$ cat config.mk
export PLATFORM = sky130hd
export DESIGN_NAME = seq_double_dabble
export DESIGN_NICKNAME = d
export VERILOG_FILES = /design/src/rtl/seq_double_dabble.sv
export SDC_FILE = /design/constraint.sdc
export NUM_CORES = 1
export LEC_CHECK = 0
export CAP_MARGIN = 20
export CORE_ASPECT_RATIO = 1.5
export CORE_MARGIN = 3
export CORE_UTILIZATION = 61
export CTS_BUF_LIST = sky130_fd_sc_hd__clkbuf_4
export CTS_CLUSTER_SIZE = 20
export DETAILED_ROUTE_END_ITERATION = 7
export GPL_TIMING_DRIVEN = 0
export HOLD_SLACK_MARGIN = 0.05
export PLACE_DENSITY_LB_ADDON = 0.08
export SLEW_MARGIN = 20
export SYNTH_ARGS = -nofsm -noshare
export SYNTH_HDL_FRONTEND = slang
export SYNTH_SLANG_ARGS = --single-unit
$ cat constraint.sdc
create_clock -name clock -period 2.37 [get_ports clock]
set_input_delay 0.5925 -clock clock [delete_from_list [all_inputs] [get_ports clock]]
set_output_delay 0.5925 -clock clock [all_outputs]
set_load 0.01 [all_outputs]
$ cat src/rtl/seq_double_dabble.sv
// Sequential binary-to-BCD converter (shift-and-add-3), one bit per clock.
// Optional leading-zero blanking mask enabled by SEQ_DOUBLE_DABBLE_BLANK_EN.
//
// state | meaning
// IDLE  | waiting for an operand, in_ready high
// SHIFT | one add-3/shift iteration per clock, counter counts down
// DONE  | result presented with out_valid, held until out_ready
module seq_double_dabble #(
  parameter int BIN_WIDTH = 16,
  parameter int DIGITS    = 5
) (
  input  logic                  clock,
  input  logic                  reset_n,
  input  logic                  in_valid,
  output logic                  in_ready,
  input  logic [BIN_WIDTH-1:0]  bin_in,
  output logic                  out_valid,
  input  logic                  out_ready,
  output logic [4*DIGITS-1:0]   bcd_out,
  output logic                  overflow
`ifdef SEQ_DOUBLE_DABBLE_BLANK_EN
  ,
  output logic [DIGITS-1:0]     blank_mask
`endif
);

  localparam int BCD_W = 4 * DIGITS;
  localparam int CNT_W = $clog2(BIN_WIDTH + 1);

  typedef enum logic [1:0] {IDLE, SHIFT, DONE} state_t;

  state_t               state;
  logic [BIN_WIDTH-1:0] bin_sr;
  logic [BCD_W-1:0]     acc;
  logic [CNT_W-1:0]     cnt;

  logic [BCD_W-1:0]     acc_adj;
  logic [BCD_W-1:0]     acc_next;
  logic [BIN_WIDTH-1:0] bin_next;
  logic                 carry_out;
  logic                 last_iter;

  // Correct each digit before the shift so that doubling carries into the next digit.
  always_comb begin
    acc_adj = acc;
    for (int i = 0; i < DIGITS; i++) begin
      if (acc[4*i +: 4] >= 4'd5)
        acc_adj[4*i +: 4] = acc[4*i +: 4] + 4'd3;
    end
    {carry_out, acc_next, bin_next} = {acc_adj, bin_sr, 1'b0};
  end

  assign last_iter = (state == SHIFT) && (cnt == CNT_W'(1));

  always_ff @(posedge clock or negedge reset_n) begin
    if (!reset_n) begin
      state     <= IDLE;
      in_ready  <= 1'b1;
      out_valid <= 1'b0;
      bin_sr    <= '0;
      acc       <= '0;
      cnt       <= '0;
      bcd_out   <= '0;
      overflow  <= 1'b0;
    end else begin
      case (state)
        IDLE: begin
          if (in_valid && in_ready) begin
            bin_sr   <= bin_in;
            acc      <= '0;
            overflow <= 1'b0;
            cnt      <= CNT_W'(BIN_WIDTH);
            in_ready <= 1'b0;
            state    <= SHIFT;
          end
        end
        SHIFT: begin
          acc    <= acc_next;
          bin_sr <= bin_next;
          cnt    <= cnt - CNT_W'(1);
          if (carry_out)
            overflow <= 1'b1;
          // bcd_out is only refreshed here so the previous result survives the conversion.
          if (last_iter) begin
            bcd_out   <= acc_next;
            out_valid <= 1'b1;
            state     <= DONE;
          end
        end
        DONE: begin
          if (out_ready) begin
            out_valid <= 1'b0;
            in_ready  <= 1'b1;
            state     <= IDLE;
          end
        end
        default: begin
          state     <= IDLE;
          in_ready  <= 1'b1;
          out_valid <= 1'b0;
        end
      endcase
    end
  end

`ifdef SEQ_DOUBLE_DABBLE_BLANK_EN
  logic [DIGITS-1:0] blank_next;
  logic              zero_above;

  // Digit 0 is never blanked so a zero result still shows one digit.
  always_comb begin
    blank_next = '0;
    zero_above = 1'b1;
    for (int i = DIGITS - 1; i >= 0; i--) begin
      zero_above    = zero_above & (acc_next[4*i +: 4] == 4'd0);
      blank_next[i] = zero_above;
    end
    blank_next[0] = 1'b0;
  end

  always_ff @(posedge clock or negedge reset_n) begin
    if (!reset_n)
      blank_mask <= '0;
    else if (last_iter)
      blank_mask <= blank_next;
  end
`endif

endmodule
==> impl_metrics.tcl <==
set metrics [dict create \
    status "finished, final reports clean" \
    drive_gt1_share_pct 12.8 \
    slowest_delay_ps 580 \
    start_kind "flip-flop" \
    core_um2 4930 \
    final-setup-viol-count 0 \
    fin_area_um2 3860 \
    grt_max_degree 52 \
    p_total_w 0.00488 \
    final_max_slew_viol_count 0 \
    syn_to_final_growth_pct 21.7 \
    die_x_um 64.9 \
    fin_util_pct 78.4 \
    fmax_mhz 468 \
    hold_slack_ps 483 \
    period_minus_slack_ps 2140 \
    powerDensity_nw_per_um2 1260 \
    tightest_slew_ps 597 \
    ys_types 34 \
    drtAntennaViolNets 0 \
    grt_use_total_pct 26.0 \
    crit_path_end_kind "primary output" \
    fillers 327 \
    final_nets 385 \
    routedWlPerCell_um 16.6 \
    hold_path_class "flip-flop to flip-flop" \
    yosys_warnings 0 \
    rsz0062_at_grt "no" \
    row_count 31 \
    cts_buffers 9 \
    drt_drc_violations_left 0 \
    firstDrtPassIters 4 \
    cap_violations 0 \
    drt-total-wl_mm 7.05 \
    syn_nets 330 \
    hpwlAfterDp_mm 4.95 \
    fin_cells 424 \
    synth-seq-area-share_pct 52.1 \
    ctsHoldBuffers 1 \
    leakagePower_nw 1.77 \
    htree_levels 3 \
    cts_tree "built" \
    fin_skew_ps 9.31 \
    crit_slowest_cell "dfstp_2" \
    avgSynthCellArea_um2 10.7 \
    clk_pin_slew_ps 100 \
    ios 43 \
    finalCritPeriodShare_pct 90.1 \
    start_util_pct 64.4 \
    grt_pass1_wl_mm 12.0 \
    first_global_vias 2542 \
    die_h_um 94.4 \
    synth-seq-cells 66 \
    path_buf_inv 1 \
    drtIter0Drc 162 \
    portBuffers 42 \
    worstPathRequired_ps 1780 \
    antenna_found_initial 0 \
    post_cts_buffers 0 \
    timing_hold_violations_final 0 \
    gp_congestion 0.823 \
    cts-resized-gates 0 \
    vias_per_cell 5.70 \
    routed-via-count 2415 \
    max-vdd-ir-drop_mv 0.737 \
    insertion_delay_ps 420 \
    clkSinkCount 66 \
    grt-ovfl-total 0 \
    path_cells "clkdlybuf4s50_1" \
    clk_root_buffer_cell "clkbuf_4" \
    num_antenna_cells 0 \
    place_area_um2 3700 \
    critPathMaxFanout 5 \
    crit_arrival_ps 1540 \
    cts_buffer_depth 2 \
    die_area_um2 6120 \
    dp_cells 407 \
    cp_top_family "flip-flops" \
    syn_area_um2 3170 \
    relSlewSlack_pct 60.0 \
    crit_type "flip-flop to primary output" \
    syn_inst 298 \
]
-- path summary, 6_finish.rpt --
path	start	to	slack [ps]	cells after the start
max in group asynchronous	reset_n	bin_sr[2]$_DFFE_PN0P_	1310	3
min in group asynchronous	reset_n	bcd_out[7]$_DFFE_PN0P_	560	2
worst min-delay path	bin_sr[2]$_DFFE_PN0P_	bin_sr[2]$_DFFE_PN0P_	480	2
worst max register to register	acc[12]$_DFFE_PN0P_	bcd_out[14]$_DFFE_PN0P_	620	6
worst max-delay path	in_ready$_DFFE_PN1P_	in_ready	230	1
worst min register to register	bin_sr[2]$_DFFE_PN0P_	bin_sr[2]$_DFFE_PN0P_	480	2
-- synth_stat cells --
cell type  number  area [um^2]
nor3_1          2         10.0
xnor2_1         8         70.1
a22oi_1         5         37.5
buf_2          13         65.1
o22a_1          1         8.76
a21oi_1        17         85.1
buf_4           1         7.51
nor3b_1        10         75.1
a22o_1         11         96.3
mux2i_1         5         50.1
dfstp_2         1         26.3
inv_1          14         52.6
clkbuf_1        1         3.75
o21ai_0        18         90.1
o22ai_1         5         31.3
a21oi_2         1         8.76
nand2_1        44          165
or3_1           1         6.26
nor2_1         16         60.1
nor2b_1         1         6.26
nor3_2          1         10.0
dfrtp_1        65         1630
o31ai_1         7         52.6
buf_6           1         11.3
nor4b_1         1         8.76
ha_1           12          150
o21bai_1        1         7.51
a32o_1          5         50.1
nand2b_1        6         37.5
or2_1           1         6.26
nor4b_4         1         23.8
a31oi_1        10         62.6
mux2_4         11          165
nand2_2         1         6.26
-- layout make-up --
| type | count | area, um^2 | area share, % |
|---|---|---|---|
| tap | 66 | 82.6 | 2.14 |
| clock inverter | 7 | 83.8 | 2.17 |
| timing repair buffer | 44 | 455 | 11.8 |
| inverter | 14 | 52.6 | 1.36 |
| clock buffer | 9 | 67.6 | 1.75 |
| buffer | 16 | 87.6 | 2.27 |
| sequential | 66 | 1650 | 42.8 |
| multi-input combinational | 202 | 1380 | 35.8 |
-- worst reg2reg max path: cells and delay by family (launching register included) --
kind / cells / cell delay, ps
AO/OA/AOI/OAI: 1 / 300
adder cells (fa/ha/maj): 1 / 250
buffers and inverters: 1 / 100
flip-flops: 1 / 440
multiplexers: 2 / 450
AND/OR/NAND/NOR: 1 / 110
-- through the flow --
step	setup WS, ps	setup TNS, ps
floorplan	875	0
global placement	-1420	-92910
detailed placement	56.8	0
CTS	215	0
global route	172	0
finish	234	0
-- cell usage in the layout (no fill, tap or decap), types with 2 or more instances in the layout --
cell and count:
nand2b_1 6, dfrtp_1 65, nand2_1 44, o21ai_0 18, a21oi_1 17, clkbuf_4 9
nor3_1 2, a32o_1 5, mux2_4 11, clkdlybuf4s50_1 41, o22ai_1 5, o31ai_1 7
mux2i_1 5, inv_1 14, nor2_1 16, nor3b_1 10, a31oi_1 10, a22o_1 11
buf_4 2, buf_2 13, bufinv_16 2, ha_1 12, a22oi_1 5, clkinv_1 3
xnor2_1 8
-- kinds of logic (layout without fill, tap and decap cells) --
group	after synthesis	after routing	share of synthesized area, %
XOR/XNOR	8	8	2.21
adder cells (fa/ha/maj)	12	12	4.73
AO/OA/AOI/OAI	81	81	16.7
AND/OR/NAND/NOR	85	85	13.1
multiplexers	16	16	6.78
flip-flops	66	66	52.1
buffers and inverters	30	90	4.41
-- layer usage --
metal | track usage (%) | part of all wire (%) | routed length [um] | vias up
met1 | 31.0 | 40 | 2850 | 1180
met2 | 44.2 | 53 | 3740 | 57
met4 | 11.8 | 2.3 | 161 | 0
met3 | 6.43 | 4.1 | 291 | 12
li1 | - | - | - | 1166
met5 | 0 | 0 | 0 | -
-- sequential cells by signal, summed over array words and instances, names as in the netlist --
register   cells
acc           20
bcd_out       20
bin_sr        16
cnt            5
state          2
in_ready       1
out_valid      1
overflow       1
-- report_power, final --
group          internal, W  switching [W]  leakage (nW)  total [W]
registers          0.00156       0.000364         0.841    0.00192
logic              0.00102        0.00110         0.849    0.00212
clock network     0.000415       0.000416        0.0784   0.000831
Power figures use the tool's default switching activity.
